**src/rtl/ipm_distributed_sync_fifo_v1_3_pkg.sv**
```systemverilog
// ipm_distributed_sync_fifo_v1_3_pkg: shared sizing helpers and read-mode constants for the distributed sync FIFO
package ipm_distributed_sync_fifo_v1_3_pkg;
  localparam int FWFT_STD = 0;
  localparam int FWFT_ON = 1;
  function automatic int fifo_depth(input int aw);
    return 1 << aw;
  endfunction
  function automatic int cnt_width(input int aw);
    return aw + 1;
  endfunction
endpackage

```
**src/rtl/ipm_distributed_sync_fifo_v1_3_if.sv**
```systemverilog
// ipm_distributed_sync_fifo_v1_3_if: write/read handshake and status bundle of the sync FIFO
interface ipm_distributed_sync_fifo_v1_3_if
  import ipm_distributed_sync_fifo_v1_3_pkg::*;
#(
  parameter int ADDR_WIDTH = 4,
  parameter int DATA_WIDTH = 8
);
  logic wr_en;
  logic [DATA_WIDTH-1:0] wr_data;
  logic wr_full;
  logic almost_full;
  logic overflow;
  logic rd_en;
  logic [DATA_WIDTH-1:0] rd_data;
  logic rd_empty;
  logic almost_empty;
  logic underflow;
  logic [cnt_width(ADDR_WIDTH)-1:0] data_count;
  modport master (
    output wr_en, wr_data, rd_en,
    input wr_full, almost_full, overflow, rd_data, rd_empty, almost_empty, underflow, data_count
  );
  modport slave (
    input wr_en, wr_data, rd_en,
    output wr_full, almost_full, overflow, rd_data, rd_empty, almost_empty, underflow, data_count
  );
endinterface

```
**src/rtl/ipm_distributed_sdpram_v1_3.sv**
```systemverilog
// ipm_distributed_sdpram_v1_3: single-clock LUT RAM, synchronous write, asynchronous read with optional output register
module ipm_distributed_sdpram_v1_3
  import ipm_distributed_sync_fifo_v1_3_pkg::*;
#(
  parameter int ADDR_WIDTH = 4,
  parameter int DATA_WIDTH = 8,
  parameter bit OUT_REG = 1'b1
) (
  input  logic clk,
  input  logic rst,
  input  logic wr_en,
  input  logic [ADDR_WIDTH-1:0] wr_addr,
  input  logic [DATA_WIDTH-1:0] wr_data,
  input  logic rd_en,
  input  logic [ADDR_WIDTH-1:0] rd_addr,
  output logic [DATA_WIDTH-1:0] rd_data
);
  logic [DATA_WIDTH-1:0] mem [fifo_depth(ADDR_WIDTH)];
  logic [DATA_WIDTH-1:0] rd_q;
  always_ff @(posedge clk)
    if (wr_en) mem[wr_addr] <= wr_data;
  always_ff @(posedge clk or posedge rst)
    if (rst) rd_q <= '0;
    else if (rd_en) rd_q <= mem[rd_addr];
  // RAM contents survive reset; only the output register is cleared
  assign rd_data = OUT_REG ? rd_q : mem[rd_addr];
endmodule

```
**src/rtl/ipm_distributed_sync_fifo_v1_3.sv**
```systemverilog
// ipm_distributed_sync_fifo_v1_3: single-clock FIFO on LUT RAM with count, almost flags, error pulses and optional FWFT
module ipm_distributed_sync_fifo_v1_3
  import ipm_distributed_sync_fifo_v1_3_pkg::*;
#(
  parameter int ADDR_WIDTH = 4,
  parameter int DATA_WIDTH = 8,
  parameter int FWFT = 0,
  parameter int ALMOST_FULL_NUM = 2**ADDR_WIDTH - 2,
  parameter int ALMOST_EMPTY_NUM = 2
) (
  input logic clk,
  input logic rst,
  ipm_distributed_sync_fifo_v1_3_if.slave fifo
);
  localparam int DEPTH = fifo_depth(ADDR_WIDTH);
  localparam int CW = cnt_width(ADDR_WIDTH);
  localparam logic [CW-1:0] DEPTH_C = CW'(DEPTH);
  localparam logic [CW-1:0] AF_C = CW'(ALMOST_FULL_NUM);
  localparam logic [CW-1:0] AE_C = CW'(ALMOST_EMPTY_NUM);
  if (ADDR_WIDTH < 4 || ADDR_WIDTH > 10 || DATA_WIDTH < 1 || DATA_WIDTH > 256 ||
      (FWFT != FWFT_STD && FWFT != FWFT_ON) ||
      ALMOST_FULL_NUM < 1 || ALMOST_FULL_NUM > DEPTH ||
      ALMOST_EMPTY_NUM < 0 || ALMOST_EMPTY_NUM > DEPTH - 1) begin : g_param_err
    $error("ipm_distributed_sync_fifo_v1_3: parameter out of legal range");
  end
  logic [ADDR_WIDTH:0] wr_ptr, rd_ptr;
  logic wr_acc, rd_acc;
  logic [CW-1:0] cnt_nxt;
  // accept decisions use only the registered flags, so a read never frees a slot for a same-cycle write
  assign wr_acc = fifo.wr_en & ~fifo.wr_full;
  assign rd_acc = fifo.rd_en & ~fifo.rd_empty;
  assign cnt_nxt = fifo.data_count + CW'(wr_acc) - CW'(rd_acc);
  always_ff @(posedge clk or posedge rst)
    if (rst) begin
      wr_ptr <= '0;
      rd_ptr <= '0;
      fifo.data_count <= '0;
      fifo.wr_full <= 1'b0;
      fifo.almost_full <= 1'b0;
      fifo.rd_empty <= 1'b1;
      fifo.almost_empty <= 1'b1;
      fifo.overflow <= 1'b0;
      fifo.underflow <= 1'b0;
    end else begin
      wr_ptr <= wr_acc ? wr_ptr + 1'b1 : wr_ptr;
      rd_ptr <= rd_acc ? rd_ptr + 1'b1 : rd_ptr;
      fifo.data_count <= cnt_nxt;
      fifo.wr_full <= cnt_nxt == DEPTH_C;
      fifo.almost_full <= cnt_nxt >= AF_C;
      fifo.rd_empty <= cnt_nxt == '0;
      fifo.almost_empty <= cnt_nxt <= AE_C;
      fifo.overflow <= fifo.wr_en & fifo.wr_full;
      fifo.underflow <= fifo.rd_en & fifo.rd_empty;
    end
  ipm_distributed_sdpram_v1_3 #(
    .ADDR_WIDTH(ADDR_WIDTH),
    .DATA_WIDTH(DATA_WIDTH),
    .OUT_REG(FWFT == FWFT_STD)
  ) u_ram (
    .clk(clk),
    .rst(rst),
    .wr_en(wr_acc),
    .wr_addr(wr_ptr[ADDR_WIDTH-1:0]),
    .wr_data(fifo.wr_data),
    .rd_en(rd_acc),
    .rd_addr(rd_ptr[ADDR_WIDTH-1:0]),
    .rd_data(fifo.rd_data)
  );
endmodule

```
**src/flat_wrapper.sv**
```systemverilog
// flat-port wrapper written by rule: the top's interface ports become plain ports
module ipm_distributed_sync_fifo_v1_3_flat import ipm_distributed_sync_fifo_v1_3_pkg::*;
#(
  parameter int ADDR_WIDTH = 4,
  parameter int DATA_WIDTH = 8,
  parameter int FWFT = 0,
  parameter int ALMOST_FULL_NUM = 2**ADDR_WIDTH - 2,
  parameter int ALMOST_EMPTY_NUM = 2
)
  (clk, rst, fifo_wr_en, fifo_wr_data, fifo_rd_en, fifo_wr_full, fifo_almost_full, fifo_overflow, fifo_rd_data, fifo_rd_empty, fifo_almost_empty, fifo_underflow, fifo_data_count);
  ipm_distributed_sync_fifo_v1_3_if #(.ADDR_WIDTH(ADDR_WIDTH), .DATA_WIDTH(DATA_WIDTH)) fifo_i ();
  input logic clk;
  input logic rst;
  input wire logic [$bits(fifo_i.wr_en)-1:0] fifo_wr_en;
  input wire logic [$bits(fifo_i.wr_data)-1:0] fifo_wr_data;
  input wire logic [$bits(fifo_i.rd_en)-1:0] fifo_rd_en;
  output wire logic [$bits(fifo_i.wr_full)-1:0] fifo_wr_full;
  output wire logic [$bits(fifo_i.almost_full)-1:0] fifo_almost_full;
  output wire logic [$bits(fifo_i.overflow)-1:0] fifo_overflow;
  output wire logic [$bits(fifo_i.rd_data)-1:0] fifo_rd_data;
  output wire logic [$bits(fifo_i.rd_empty)-1:0] fifo_rd_empty;
  output wire logic [$bits(fifo_i.almost_empty)-1:0] fifo_almost_empty;
  output wire logic [$bits(fifo_i.underflow)-1:0] fifo_underflow;
  output wire logic [$bits(fifo_i.data_count)-1:0] fifo_data_count;
  assign fifo_i.wr_en = fifo_wr_en;
  assign fifo_i.wr_data = fifo_wr_data;
  assign fifo_i.rd_en = fifo_rd_en;
  assign fifo_wr_full = fifo_i.wr_full;
  assign fifo_almost_full = fifo_i.almost_full;
  assign fifo_overflow = fifo_i.overflow;
  assign fifo_rd_data = fifo_i.rd_data;
  assign fifo_rd_empty = fifo_i.rd_empty;
  assign fifo_almost_empty = fifo_i.almost_empty;
  assign fifo_underflow = fifo_i.underflow;
  assign fifo_data_count = fifo_i.data_count;
  ipm_distributed_sync_fifo_v1_3 #(.ADDR_WIDTH(ADDR_WIDTH), .DATA_WIDTH(DATA_WIDTH), .FWFT(FWFT), .ALMOST_FULL_NUM(ALMOST_FULL_NUM), .ALMOST_EMPTY_NUM(ALMOST_EMPTY_NUM)) u_core (.clk(clk), .rst(rst), .fifo(fifo_i));
endmodule
```
**config.mk**
```make
export PLATFORM = sky130hd
export DESIGN_NAME = ipm_distributed_sync_fifo_v1_3_flat
export DESIGN_NICKNAME = d
export VERILOG_FILES = /design/src/rtl/ipm_distributed_sync_fifo_v1_3_pkg.sv /design/src/rtl/ipm_distributed_sync_fifo_v1_3_if.sv /design/src/rtl/ipm_distributed_sdpram_v1_3.sv /design/src/rtl/ipm_distributed_sync_fifo_v1_3.sv /design/src/flat_wrapper.sv
export SDC_FILE = /design/constraint.sdc
export NUM_CORES = 1
export LEC_CHECK = 0
export BUFFER_PORTS_ARGS = -buffer_cell sky130_fd_sc_hd__buf_4
export CAP_MARGIN = 25
export CORE_MARGIN = 3
export CORE_UTILIZATION = 55
export DETAILED_ROUTE_END_ITERATION = 16
export PLACE_DENSITY = 0.74
export RECOVER_POWER = 100
export SYNTH_ARGS = -nofsm -noshare
export SYNTH_HDL_FRONTEND = slang
export SYNTH_HIERARCHICAL = 1
export SYNTH_SLANG_ARGS = --single-unit
```
**constraint.sdc**
```tcl
create_clock -name clk -period 2.47 [get_ports clk]
set_input_delay 0.494 -clock clk [delete_from_list [all_inputs] [get_ports clk]]
set_output_delay 0.494 -clock clk [all_outputs]
set_load 0.02 [all_outputs]
```
== After elaboration in Yosys (flattened, before gate mapping) ==
Memory sizes are Yosys's and may differ from the RTL's. A register that Yosys moved wholly into a read port is not among the register bits.
Index checks and enable logic that the tools add are counted.
Cells by class
  add/subtract/negate cells: 4
  eq/ne operators: 1
  magnitude comparators: 2
  bitwise logic cells: 6
  reductions and logical operators: 1
  multiplexer cells: 2
Operator list (count)
  5-bit by 1-bit adder with 5-bit output (second input constant): 2
  5-bit by 1-bit adder with 5-bit output: 1
  5-bit equality test (second input constant): 1
  5-bit by 4-bit >= comparator with 1-bit output (second input constant): 1
  5-bit by 2-bit less-or-equal comparator with 1-bit output (second input constant): 1
  5-bit logical NOT: 1
  5-bit by 1-bit subtractor with 5-bit output: 1
  1-bit AND: 4
  1-bit two-way mux: 2
  1-bit NOT: 2
Word-level totals
  output and inout bits: 19
  memory bits (writable): 128
  logic and storage cells: 26
  register bits: 21
  input port bits: 12
  memories kept: 1
Memory list
  u_core.u_ram.mem: words 16, width 8, rd ports 1, clocked after memory_dff 1, wr ports 1, line ipm_distributed_sdpram_v1_3.sv:18  | logic [DATA_WIDTH-1:0] mem [fifo_depth(ADDR_WIDTH)];

== Depth between registers and ports, before layout ==
  depth after elaboration: 5
  mapped depth: 11
  mapped depth without buffers: 10

== Modules after synthesis ==
Netlist, hierarchy kept.
Modules (own cells, without submodules)
  ipm_distributed_sdpram_v1_3: area an instance 5335.1 µm², cells an instance 241, sequential area each 4043.9 µm², instances 1
  ipm_distributed_sync_fifo_v1_3: area an instance 863.3 µm², cells an instance 65, sequential area each 478.0 µm², instances 1

== Worst setup path after synthesis ==
OpenSTA, ideal clock, no wires.
  path type: in2reg
  from: input port fifo_wr_en
  to: register u_core.fifo.almost_empty
  arrival: 2.586 ns
  path buffers: 1
  library setup time: 0.105 ns
  cell stages on the path: 11
  slack: -0.221 ns
  required time: 2.365 ns
  cells stage by stage: nor2b_1 -> clkbuf_1 -> inv_1 -> ha_1 -> inv_1 -> ha_1 -> fa_1 -> a21o_1 -> a21oi_2 -> xnor2_2 -> a2111oi_2
On the way
  word-level cells in the longest chain between the ends: 4
RTL lines
  from (decl): line flat_wrapper.sv:14  | input wire logic [$bits(fifo_i.wr_en)-1:0] fifo_wr_en;
  1-bit AND: line ipm_distributed_sync_fifo_v1_3.sv:30  | assign wr_acc = fifo.wr_en & ~fifo.wr_full;
  named net u_core.wr_acc: line ipm_distributed_sync_fifo_v1_3.sv:27  | logic wr_acc, rd_acc;
  5-bit by 1-bit adder with 5-bit output: line ipm_distributed_sync_fifo_v1_3.sv:32  | assign cnt_nxt = fifo.data_count + CW'(wr_acc) - CW'(rd_acc);
  5-bit by 1-bit subtractor with 5-bit output: line ipm_distributed_sync_fifo_v1_3.sv:32
  named net u_core.cnt_nxt[4]: line ipm_distributed_sync_fifo_v1_3.sv:28  | logic [CW-1:0] cnt_nxt;
  5-bit by 2-bit less-or-equal comparator with 1-bit output: line ipm_distributed_sync_fifo_v1_3.sv:51  | fifo.almost_empty <= cnt_nxt <= AE_C;
  to (signal assigned): line ipm_distributed_sync_fifo_v1_3.sv:41  | fifo.almost_empty <= 1'b1;
  to (signal assigned): line ipm_distributed_sync_fifo_v1_3.sv:51
  to (decl): line ipm_distributed_sync_fifo_v1_3_if.sv:25  | output wr_full, almost_full, overflow, rd_data, rd_empty, almost_empty, underflow, data_count
The timed path passes the listed nets, and every way through them passes these cells.
A chain may end at the register's enable or synchronous reset.

== Worst setup path after layout ==
  from: register u_core.fifo.wr_full
  to: register u_core.fifo.wr_full
On the way
  word-level cells in the longest chain between the ends: 5
RTL lines
  from (decl): line ipm_distributed_sync_fifo_v1_3_if.sv:25
  from (signal assigned): line ipm_distributed_sync_fifo_v1_3.sv:38  | fifo.wr_full <= 1'b0;
  from (signal assigned): line ipm_distributed_sync_fifo_v1_3.sv:48  | fifo.wr_full <= cnt_nxt == DEPTH_C;
  1-bit NOT: line ipm_distributed_sync_fifo_v1_3.sv:30
  1-bit AND: line ipm_distributed_sync_fifo_v1_3.sv:30
  5-bit by 1-bit adder with 5-bit output: line ipm_distributed_sync_fifo_v1_3.sv:32
  5-bit by 1-bit subtractor with 5-bit output: line ipm_distributed_sync_fifo_v1_3.sv:32
  named net u_core.cnt_nxt[4]: line ipm_distributed_sync_fifo_v1_3.sv:28
  5-bit equality test: line ipm_distributed_sync_fifo_v1_3.sv:48
The timed path passes the listed nets, and every way through them passes these cells.

==> tab_implementation.tex <==
\begin{tabular}{lr}
\hline
Metric & Value \\
\hline
\multicolumn{2}{l}{\textbf{Layout}} \\
P\&R area growth vs syn & 14.5\% \\
Most frequent cells in the layout & 128 x sky130\_fd\_sc\_hd\_\_edfxtp\_1, 44 x sky130\_fd\_sc\_hd\_\_clkbuf\_1, 26 x sky130\_fd\_sc\_hd\_\_mux4\_2 \\
Commonest non-fill, non-tap cell in the layout & sky130\_fd\_sc\_hd\_\_edfxtp\_1 \\
Final instance area & 7100 µm² \\
Non-filler instance count after layout & 518 \\
Ratio of cells with drive above 1 in the final layout & 23.5\% \\
Total Nets Final & 385 \\
N\_diodes & 0 \\
\multicolumn{2}{l}{\textbf{Detailed routing}} \\
Final WL & 11,900 µm \\
Post-DR vias/cell & 5.96 \\
Post-route antenna net violation count & 0 \\
Initial DRC count & 304 \\
Detailed-routing iteration count for the pre-antenna-repair pass & 6 \\
Routed vias & 3,085 \\
Per-cell routed wire length & 23.0 µm \\
DRC viols & 0 \\
\multicolumn{2}{l}{\textbf{Synthesis}} \\
Number of warnings issued by yosys & 6 \\
Simple-Gate Fraction of Synth Area & 3.63\% \\
Post-synthesis cell area & 6200 µm² \\
Complex-gate fraction of the synthesized area & 3.69\% \\
Post-synth cell types & 41 \\
Primary flip-flop cell chosen by synthesis mapping & sky130\_fd\_sc\_hd\_\_edfxtp\_1 \\
Xor/xnor share of the synthesized area & 1.66\% \\
Post-synthesis cell count & 306 \\
Synthesized net count & 326 \\
Sequential share of the synthesized area & 73.0\% \\
Avg Synthesized Cell Area & 20.3 µm² \\
Cell types with the largest area share after synthesis & sky130\_fd\_sc\_hd\_\_edfxtp\_1 62\%, sky130\_fd\_sc\_hd\_\_dfrtp\_1 10\%, sky130\_fd\_sc\_hd\_\_mux4\_2 9.4\%, sky130\_fd\_sc\_hd\_\_mux4\_1 2.5\%, sky130\_fd\_sc\_hd\_\_a221oi\_2 1.9\% \\
Largest family of logic cells by synthesized area & multiplexers \\
Async set-or-reset flop fraction in the synthesized netlist & 17.4\% \\
Post-synthesis cell type with the largest combined area & sky130\_fd\_sc\_hd\_\_edfxtp\_1 \\
Top cell type's share of synthesized area & 62.0\% \\
Number of flops mapped to enable cells by yosys & 128 \\
Mux contribution to synthesized area & 13.6\% \\
Arithmetic-cell share of the synthesized area counting full adders, half adders and majority gates & 1.74\% \\
Register bit count reported by yosys & 155 \\
\multicolumn{2}{l}{\textbf{Timing}} \\
Crit path setup slack, layout & 0.154 ns \\
Tightest hold margin & 0.0736 ns \\
Slew Viols, Final & 0 \\
Count of endpoints failing hold in the final timing report & 0 \\
Slew HR & 53.5\% \\
Count of final setup violators & 0 \\
Fmax & 432 MHz \\
RSZ-0062 raised after global routing & false \\
Actual transition at the worst max-transition pin & 0.698 ns \\
Min Clock Period, post-route & 2.32 ns \\
Skew final & 0.0103 ns \\
Final critical-path share of the clock period & 93.8\% \\
\multicolumn{2}{l}{\textbf{Die}} \\
Horizontal extent of the die & 112 µm \\
Die footprint & 12,600 µm² \\
Site row count & 38 \\
Die height & 112 µm \\
I/O pin cnt & 31 \\
Area of the core region & 10,900 µm² \\
Initial cell density of the core & 56.7\% \\
\multicolumn{2}{l}{\textbf{Clocking}} \\
CTS clock-pin slew for the worst setup and hold paths & 0.06 ns \\
Total CTS buffers & 17 \\
Clock net sink count & 155 \\
Maximum level of the CTS H-tree & 4 \\
Clock network latency to the later pin of the worst-skew pair & 0.42 ns \\
CTS tree & done \\
Clock Path Buffers & 2 \\
Clock Root Buffer & sky130\_fd\_sc\_hd\_\_clkbuf\_16 \\
\multicolumn{2}{l}{\textbf{Setup path}} \\
Worst path arrival time & 2.63 ns \\
Crit path required time & 2.79 ns \\
CP cell instances & nor2b\_1 -> inv\_1 -> ha\_1 -> inv\_1 -> ha\_2 -> fa\_2 -> a21o\_1 -> a21oi\_2 -> xnor2\_2 -> nor4b\_2 \\
Sort of element at the start of the critical path & flip-flop \\
Standard cell with the maximum stage delay on the critical path & sky130\_fd\_sc\_hd\_\_dfrtp\_1 \\
Cell family with most CP delay & adder cells \\
Cell mode on critical path & sky130\_fd\_sc\_hd\_\_inv\_1 \\
Crit path kind & reg2reg \\
CP peak stage delay & 0.40 ns \\
Maximum fanout along the worst path & 5 \\
Number of buffer and inverter instances along the worst setup path & 2 \\
Kind of end point of the critical path & flip-flop \\
\multicolumn{2}{l}{\textbf{Placed design}} \\
Half-perimeter wire length of the detailed placement result & 7390 µm \\
Weighted congestion at the end of routability-driven global placement & 0.751 \\
Pre-CTS setup slack & -0.0829 ns \\
Placed cell count & 486 \\
Number of input and output port buffers inserted & 30 \\
Placement Cell Area & 6680 µm² \\
\multicolumn{2}{l}{\textbf{Job}} \\
Max-cap check violation count & 0 \\
\multicolumn{2}{l}{\textbf{Global routing}} \\
Pin count of the biggest net entering global routing & 24 \\
Global-route wire length before repair & 18,900 µm \\
Via count of the first global-routing pass & 3,210 \\
Overflow left after global routing & 0 \\
Number of antenna violations at the first check in global routing & 0 \\
Overall fraction of global-route tracks in use & 20.7\% \\
\multicolumn{2}{l}{\textbf{Outcome}} \\
Result of the run & finished clean \\
\multicolumn{2}{l}{\textbf{Pwr}} \\
Leakage power & 2.43 nW \\
Final total power & 0.00914 W \\
Pwr per Cell Area & 1290 nW/µm² \\
Worst supply voltage drop on vdd & 1.18 mV \\
\multicolumn{2}{l}{\textbf{Min path}} \\
Hold Path Class & in2async \\
\hline
\end{tabular}
## worst paths after layout
kind | from | to | slack, ns | cells past startpoint
max in group asynchronous | rst | u_core/rd_ptr[1] | 1.82 | 2
max reg2reg | u_core/fifo.wr_full | u_core/fifo.wr_full | 0.15 | 10
min in group clk | fifo_rd_en | u_core/fifo.underflow | 0.30 | 2
min reg2reg | u_core/fifo.wr_full | u_core/fifo.overflow | 0.56 | 1
min | rst | u_core/u_ram/rd_data[2] | 0.07 | 2
max | u_core/fifo.wr_full | u_core/fifo.wr_full | 0.15 | 10
## kinds of logic (layout without fill, tap and decap cells)
kind of cell	Yosys count	in the layout
fa+ha+maj	8	8
xor+xnor	10	10
simple gates	45	45
buf+inv	24	96
mux	42	42
flops	155	155
compound gates	22	22
## stage by stage
step / setup TNS, ns / utilization [%]
after floorplan: 0 / -
after global placement: -0.0733 / 61.1
after detailed placement: -0.151 / 61.1
after CTS: 0 / 66.6
after global routing: 0 / 64.9
final: 0 / 64.9
## worst reg2reg max path, delay by kind of cell (launching register included)
kind                     cells  cell delay (ns)
adder cells (fa/ha/maj)      3             0.81
AND/OR/NAND/NOR              2             0.41
flip-flops                   1             0.40
AO/OA/AOI/OAI                2             0.33
XOR/XNOR                     1             0.18
buffers and inverters        2             0.10
## layout make-up
type                    instances  area [µm²]
multi-input cells             127        1500
well taps                     140         175
repair buffers                 56         265
fillers                       763        3840
clock inverters                13         168
flip-flops and latches        155        4520
inverters                       8        30.0
clock buffers                  19         433
## flip-flops by register name, indices dropped and copies added, names as in the netlist
name and flops:
u_core/fifo.overflow 1, u_core/fifo.data_count 5, u_core/u_ram/rd_data 8, u_core/wr_ptr 4, u_core/fifo.wr_full 1, u_core/rd_ptr 4, u_core/fifo.underflow 1, u_core/fifo.almost_empty 1
u_core/fifo.almost_full 1, u_core/u_ram/mem 128, u_core/fifo.rd_empty 1
## layer usage
metal,routed length (µm),up-vias,global-route usage [%]
met4,300,0,7.53
met1,4910,1589,27.1
met2,5970,117,33.7
met5,0,-,0
met3,754,22,5.66
li1,-,1357,-
## cells in the mapped netlist, types with 2 or more instances
| library cell | instances |
|---|---|
| sky130_fd_sc_hd__nand3b_1 | 2 |
| sky130_fd_sc_hd__nand2_1 | 3 |
| sky130_fd_sc_hd__nor2b_1 | 2 |
| sky130_fd_sc_hd__edfxtp_1 | 128 |
| sky130_fd_sc_hd__nand4_1 | 2 |
| sky130_fd_sc_hd__a21o_1 | 2 |
| sky130_fd_sc_hd__mux2i_1 | 8 |
| sky130_fd_sc_hd__xnor2_1 | 5 |
| sky130_fd_sc_hd__nor2_1 | 20 |
| sky130_fd_sc_hd__buf_1 | 4 |
| sky130_fd_sc_hd__dfrtp_1 | 25 |
| sky130_fd_sc_hd__and2_1 | 3 |
| sky130_fd_sc_hd__buf_2 | 2 |
| sky130_fd_sc_hd__nor3_1 | 4 |
| sky130_fd_sc_hd__buf_12 | 2 |
| sky130_fd_sc_hd__mux4_2 | 26 |
| sky130_fd_sc_hd__o22ai_1 | 7 |
| sky130_fd_sc_hd__clkbuf_1 | 2 |
| sky130_fd_sc_hd__or2_2 | 2 |
| sky130_fd_sc_hd__a221oi_2 | 8 |
| sky130_fd_sc_hd__nand2b_1 | 3 |
| sky130_fd_sc_hd__xnor2_2 | 2 |
| sky130_fd_sc_hd__ha_1 | 7 |
| sky130_fd_sc_hd__buf_6 | 5 |
| sky130_fd_sc_hd__mux4_1 | 6 |
| sky130_fd_sc_hd__dfstp_2 | 2 |
| sky130_fd_sc_hd__inv_1 | 8 |
| sky130_fd_sc_hd__xor2_1 | 3 |
## power breakdown
group          switching, W  internal, W  leakage [nW]
Clock               0.00102      0.00160         0.288
Sequential         0.000311      0.00329          1.47
Combinational       0.00163      0.00129         0.672
Total               0.00296      0.00618          2.43
## what timing repair did
item                                    in CTS  in global routing
endpoints found under the setup margin       0                  2
resized for setup                            0                  2
hold buffers                                 0                  0
setup buffers                                0                  0
(Power assumes the default switching activity.)
